--- src/rtl/morph_filter3x3.sv ---
// Streaming 3x3 binary morphology (binarise/dilate/erode/gradient) with per-frame foreground count.
// Latency: one registered cycle from an accepted in_valid to out_valid; output offset by (-1,-1).
// Backpressure: none; every in_valid pixel is consumed and produces exactly one output.
module morph_filter3x3 #(
    parameter int WIDTH    = 8,
    parameter int MAX_COLS = 1024,
    parameter int CNT_W    = 20
) (
    input  logic             clk,
    input  logic             reset_n,
    input  logic             in_valid,
    input  logic             in_sof,
    input  logic             in_sol,
    input  logic [WIDTH-1:0] in_pixel,
    input  logic [WIDTH-1:0] threshold,
    input  logic [1:0]       mode,
    output logic             out_valid,
    output logic [WIDTH-1:0] out_pixel,
    output logic             out_border,
    output logic [CNT_W-1:0] fg_count,
    output logic             fg_count_valid
);

    localparam int COL_W  = $clog2(MAX_COLS + 1);
    localparam int ADDR_W = (MAX_COLS > 1) ? $clog2(MAX_COLS) : 1;
    localparam logic [COL_W-1:0] COL_MAX = COL_W'(MAX_COLS);
    localparam logic [COL_W-1:0] COL_ONE = COL_W'(1);
    localparam logic [COL_W-1:0] COL_TWO = COL_W'(2);

    localparam logic [1:0] MODE_BIN  = 2'd0;
    localparam logic [1:0] MODE_DIL  = 2'd1;
    localparam logic [1:0] MODE_ERO  = 2'd2;

    // Position counters: col_q is the column index the next non-sol pixel will take.
    logic [COL_W-1:0]    col_q, col_d;
    logic [1:0]          row_q, row_d;
    // One bit per column for the previous line (lb1) and the line before that (lb2).
    logic [MAX_COLS-1:0] lb1_q, lb1_d;
    logic [MAX_COLS-1:0] lb2_q, lb2_d;
    // Older window columns: win_a is column c-1, win_b is column c-2; bit2=row r, bit0=row r-2.
    logic [2:0]          win_a_q, win_a_d;
    logic [2:0]          win_b_q, win_b_d;
    logic [1:0]          mode_q, mode_d;
    logic [CNT_W-1:0]    acc_q, acc_d;
    logic                out_valid_q, out_valid_d;
    logic [WIDTH-1:0]    out_pixel_q, out_pixel_d;
    logic                out_border_q, out_border_d;
    logic [CNT_W-1:0]    fg_count_q, fg_count_d;
    logic                fg_count_valid_q, fg_count_valid_d;

    // Per-pixel combinational terms
    logic                line_start;
    logic [COL_W-1:0]    pix_col;
    logic [1:0]          pix_row;
    logic                in_range;
    logic [ADDR_W-1:0]   addr;
    logic                b, p1, p2;
    logic [2:0]          col_new, old_a, old_b;
    logic [8:0]          win9;
    logic                win_any, win_all, op_res;
    logic                border, res_fg;

    // Locate the pixel, fetch its column from the line buffers and evaluate the operator.
    always_comb begin
        line_start = in_sof | in_sol;
        pix_col    = line_start ? '0 : col_q;
        if (in_sof) begin
            pix_row = 2'd0;
        end else if (in_sol) begin
            pix_row = (row_q == 2'd3) ? 2'd3 : row_q + 2'd1;
        end else begin
            pix_row = row_q;
        end
        in_range = (pix_col < COL_MAX);
        addr     = pix_col[ADDR_W-1:0];
        b        = (in_pixel >= threshold);
        p1       = in_range ? lb1_q[addr] : 1'b0;
        p2       = in_range ? lb2_q[addr] : 1'b0;
        col_new  = {b, p1, p2};
        // Columns from the previous line must not leak into the first pixels of a new one.
        old_a    = line_start ? 3'b000 : win_a_q;
        old_b    = line_start ? 3'b000 : win_b_q;
        win9     = {col_new, old_a, old_b};
        win_any  = |win9;
        win_all  = &win9;
        case (mode_q)
            MODE_BIN: op_res = old_a[1];
            MODE_DIL: op_res = win_any;
            MODE_ERO: op_res = win_all;
            default:  op_res = win_any & ~win_all;
        endcase
        border = (pix_row < 2'd2) | (pix_col < COL_TWO) | ~in_range;
        res_fg = ~border & op_res;
    end

    // Next-state: all state holds unless a pixel is accepted; pulses default low.
    always_comb begin
        col_d            = col_q;
        row_d            = row_q;
        lb1_d            = lb1_q;
        lb2_d            = lb2_q;
        win_a_d          = win_a_q;
        win_b_d          = win_b_q;
        mode_d           = mode_q;
        acc_d            = acc_q;
        out_valid_d      = 1'b0;
        out_pixel_d      = out_pixel_q;
        out_border_d     = out_border_q;
        fg_count_d       = fg_count_q;
        fg_count_valid_d = 1'b0;
        if (in_valid) begin
            if (line_start) begin
                col_d = COL_ONE;
            end else if (col_q != COL_MAX) begin
                col_d = col_q + COL_ONE;
            end
            row_d = pix_row;
            // Read-before-write: p1 was read from lb1 above and ages into lb2.
            if (in_range) begin
                lb1_d[addr] = b;
                lb2_d[addr] = p1;
            end
            win_a_d      = col_new;
            win_b_d      = old_a;
            out_valid_d  = 1'b1;
            out_pixel_d  = {WIDTH{res_fg}};
            out_border_d = border;
            if (in_sof) begin
                mode_d           = mode;
                fg_count_d       = acc_q;
                fg_count_valid_d = 1'b1;
                acc_d            = '0;
            end else if (res_fg && (acc_q != {CNT_W{1'b1}})) begin
                acc_d = acc_q + CNT_W'(1);
            end
        end
    end

    // State and output registers, cleared asynchronously.
    always_ff @(posedge clk or negedge reset_n) begin
        if (!reset_n) begin
            col_q            <= '0;
            row_q            <= '0;
            lb1_q            <= '0;
            lb2_q            <= '0;
            win_a_q          <= '0;
            win_b_q          <= '0;
            mode_q           <= '0;
            acc_q            <= '0;
            out_valid_q      <= 1'b0;
            out_pixel_q      <= '0;
            out_border_q     <= 1'b0;
            fg_count_q       <= '0;
            fg_count_valid_q <= 1'b0;
        end else begin
            col_q            <= col_d;
            row_q            <= row_d;
            lb1_q            <= lb1_d;
            lb2_q            <= lb2_d;
            win_a_q          <= win_a_d;
            win_b_q          <= win_b_d;
            mode_q           <= mode_d;
            acc_q            <= acc_d;
            out_valid_q      <= out_valid_d;
            out_pixel_q      <= out_pixel_d;
            out_border_q     <= out_border_d;
            fg_count_q       <= fg_count_d;
            fg_count_valid_q <= fg_count_valid_d;
        end
    end

    assign out_valid      = out_valid_q;
    assign out_pixel      = out_pixel_q;
    assign out_border     = out_border_q;
    assign fg_count       = fg_count_q;
    assign fg_count_valid = fg_count_valid_q;

endmodule

--- config.mk ---
export PLATFORM = sky130hd
export DESIGN_NAME = morph_filter3x3
export DESIGN_NICKNAME = d
export VERILOG_FILES = /design/src/rtl/morph_filter3x3.sv
export SDC_FILE = /design/constraint.sdc
export NUM_CORES = 2
export LEC_CHECK = 0
export BUFFER_PORTS_ARGS = -buffer_cell sky130_fd_sc_hd__buf_2
export CAP_MARGIN = 20
export CORE_UTILIZATION = 40
export CTS_BUF_LIST = sky130_fd_sc_hd__clkbuf_4 sky130_fd_sc_hd__clkbuf_8
export DETAILED_ROUTE_END_ITERATION = 8
export HOLD_SLACK_MARGIN = 0.05
export PLACE_DENSITY = 0.63
export SETUP_SLACK_MARGIN = 0.5
export SKIP_CTS_REPAIR_TIMING = 1
export SYNTH_ARGS = -nofsm -noshare
export SYNTH_HDL_FRONTEND = slang
export SYNTH_SLANG_ARGS = --single-unit
--- constraint.sdc ---
create_clock -name clk -period 10.96 [get_ports clk]
set_input_delay 1.096 -clock clk [delete_from_list [all_inputs] [get_ports clk]]
set_output_delay 1.096 -clock clk [all_outputs]
set_load 0.02 [all_outputs]
==> metrics <==
status completed; Inst Count DP 13.49k; Worst EP arrival 9180 ps; most common cell in the netlist dfrtp_1; setup TNS 0 ps; layout cells sized above 1 15.69%; Iteration-0 DRC Markers 11.43k; final hold vios 0; DRT antenna net count 0; core area 249,100 sq um; All-Layer GR Usage 30.68%; Ports 54; DR WL/cell 27.77 um; fmax 122.5 MHz; CP max-delay cell o41ai_2; Buf+Inv Stages, Crit Path 4; slew margin rel. 13.10%; CP cell instances buf_4 > nand2b_4 > buf_12 > o22ai_1 > a2111oi_0 > o22ai_1 > o41ai_2 > o2111ai_1 > o211ai_1 > nand2_1 > or2_4 > buf_12 > buf_4 > o21ai_0; DRT Pass-1 Iters 9; Seq cells post-synth 2,113; final setup fails 0; maximum root-to-sink buffer count 4; most common library cells after synthesis dfrtp_1 (2,113), nand2_1 (1,810), nor2_1 (1,376), o21ai_0 (1,251), a21oi_1 (852); YS warnings 0; Total Wirelength 392.8 mm; Yosys top cell by area dfrtp_1; RSZ-0062 raised after global routing false; Chip Width 503.1 um; dominant synthesized flop cell dfrtp_1; CP Launch Type flip-flop; worst skew pair latency 1150 ps; drc violations 0; Pins Over Slew Limit 0; CP Class reg -> reg; top cell type's share of synthesized area 52.64%; Inserted Clock Buffers 372; Synth area leaders dfrtp_1 (53%), nand2_1 (6.8%), mux2_2 (6.4%); maximum VDD drop 0.1468 mV; via count 87.77k; largest net degree at the start of global routing 197; fin crit period 8161 ps; crit-path max FO 186; clk_skew 86.46 ps; Hold WC Path Type in -> reg; area grow syn2layout 11.05%; Layout Nets 10.57k; Synth Cell Area 100,400 sq um; CTS tree done; filler instances 23.52k; Mapped Nets 10.75k; first-pass GRT wire length 575.3 mm; CP Capture Type flip-flop; H-tree Lvls 5; vias in the first global route 85.07k; die height 503.1 um; ys async rst share 100.0%; Final HPWL DP 224.5 mm; Sink Count 2,113; Mapped Cells 10.72k; Root Driver clkbuf_8; full die area 253,100 sq um; Worst Max-Slew Pin Slew 1293 ps; total leakage power 48.94 nW; Required @ worst endpoint 11,980 ps; Max Cap Viol 0; crit-path leading delay family compound AO/OA/AOI/OAI gates; PwrDens 158.1 nW/um^2; Finished Layout Cells 14.14k; gr ovfl total 0; Avg Synthesized Cell Area 9.371 sq um; initial core utilization 40.32%; Core Rows 183; Clock transition at path regs 70 ps; routability cong. 0.9080; Post-synth EDFFs 0; Seq/Total Area, Yosys 52.64%; vias per inst 6.206; Cell variety after synth 93; initial antenna violation count 21; I/O Buffers 53; Power Total 17.63 mW; CP peak stage delay 950 ps; Final Cycle Share 74.46%
==> flip-flops by register name, summed over array words and instances (netlist names), 2 cells and up <==
register	flops
lb2_q	1024
fg_count	20
win_b_q	3
col_q	11
lb1_q	1024
acc_q	20
mode_q	2
win_a_q	3
row_q	2
==> layout make-up <==
class,count,area [sq um],area share [%]
diodes,13,32.53,0.02916
clock buffers,589,7412,6.645
clock inverters,50,494.2,0.4431
inverters,72,280.3,0.2513
multi-input cells,7674,43580,39.07
flip-flops and latches,2113,52890,47.41
well taps,3330,4167,3.735
repair buffers,302,2690,2.412
==> cell usage in the layout, fill, tap and decap left out, types with 68 or more instances in the layout <==
cell      netlist  routed
nor3_1        149     142
a221oi_1       68      68
nand2_1      1810    1792
a21oi_1       852     850
clkbuf_4        0     111
mux2i_1       216     216
buf_4          89     199
nand2b_1       72      70
mux2_2        568     568
dfrtp_1      2113    2110
clkbuf_8        0     478
nor2_1       1376    1370
o221ai_1      209     209
inv_1          71      68
o22ai_1       266     266
o21ai_0      1251    1251
==> per-stage QoR <==
stage | setup slack (ps) | area (sq um) | hold slack (ps) | util [%]
6_report | 2799 | 111500 | 207.0 | 44.78
5_1_grt | 3026 | 111500 | 171.5 | 44.77
4_1_cts | 3407 | 111400 | -42.35 | 44.73
3_5_place_dp | 3028 | 103500 | 461.2 | 41.56
3_3_place_gp | 2411 | 103500 | 453.6 | 41.53
2_1_floorplan | 6499 | 100400 | 441.3 | -
==> kinds of logic (layout without fill, tap and decap cells) <==
family / Yosys count / after routing / synth area share, %
AOI/OAI and AO/OA: 3129 / 3129 / 18.64
xor gates and xnor gates: 6 / 6 / 0.05232
adders and majority gates: 11 / 11 / 0.1370
buffers and inverters: 932 / 1013 / 4.264
DFF: 2113 / 2113 / 52.64
muxes: 808 / 808 / 9.058
other: 0 / 13 / 0
and+or+nand+nor: 3720 / 3720 / 15.21
==> per-layer routing <==
metal / GRT usage (%) / wire [um] / vias up
li1: - / - / 37530
met1: 39.95 / 150100 / 43220
met2: 45.02 / 167500 / 5601
met3: 8.585 / 47930 / 1408
met4: 19.11 / 27120 / 20
met5: 0 / 166 / -
==> where the power goes <==
group | switching (mW) | internal [mW]
Combinational | 1.49 | 0.399
Sequential | 0.0342 | 7.83
Clock | 3.41 | 4.47
Total | 4.93 | 12.7
==> worst paths after layout <==
kind / startpoint / to / slack (ps) / cells after the start
setup / recovery: col_q[0] / lb2_q[571] / 2800 / 14
hold / removal: mode[1] / mode_q[1] / 210 / 2
setup reg to reg: col_q[0] / lb2_q[571] / 2800 / 14
hold reg to reg: lb2_q[706] / lb2_q[706] / 470 / 2
max in group asynchronous: reset_n / lb2_q[634] / 7900 / 4
min in group asynchronous: reset_n / lb1_q[7] / 540 / 2
No activity file was read; power rests on OpenSTA's default activity.
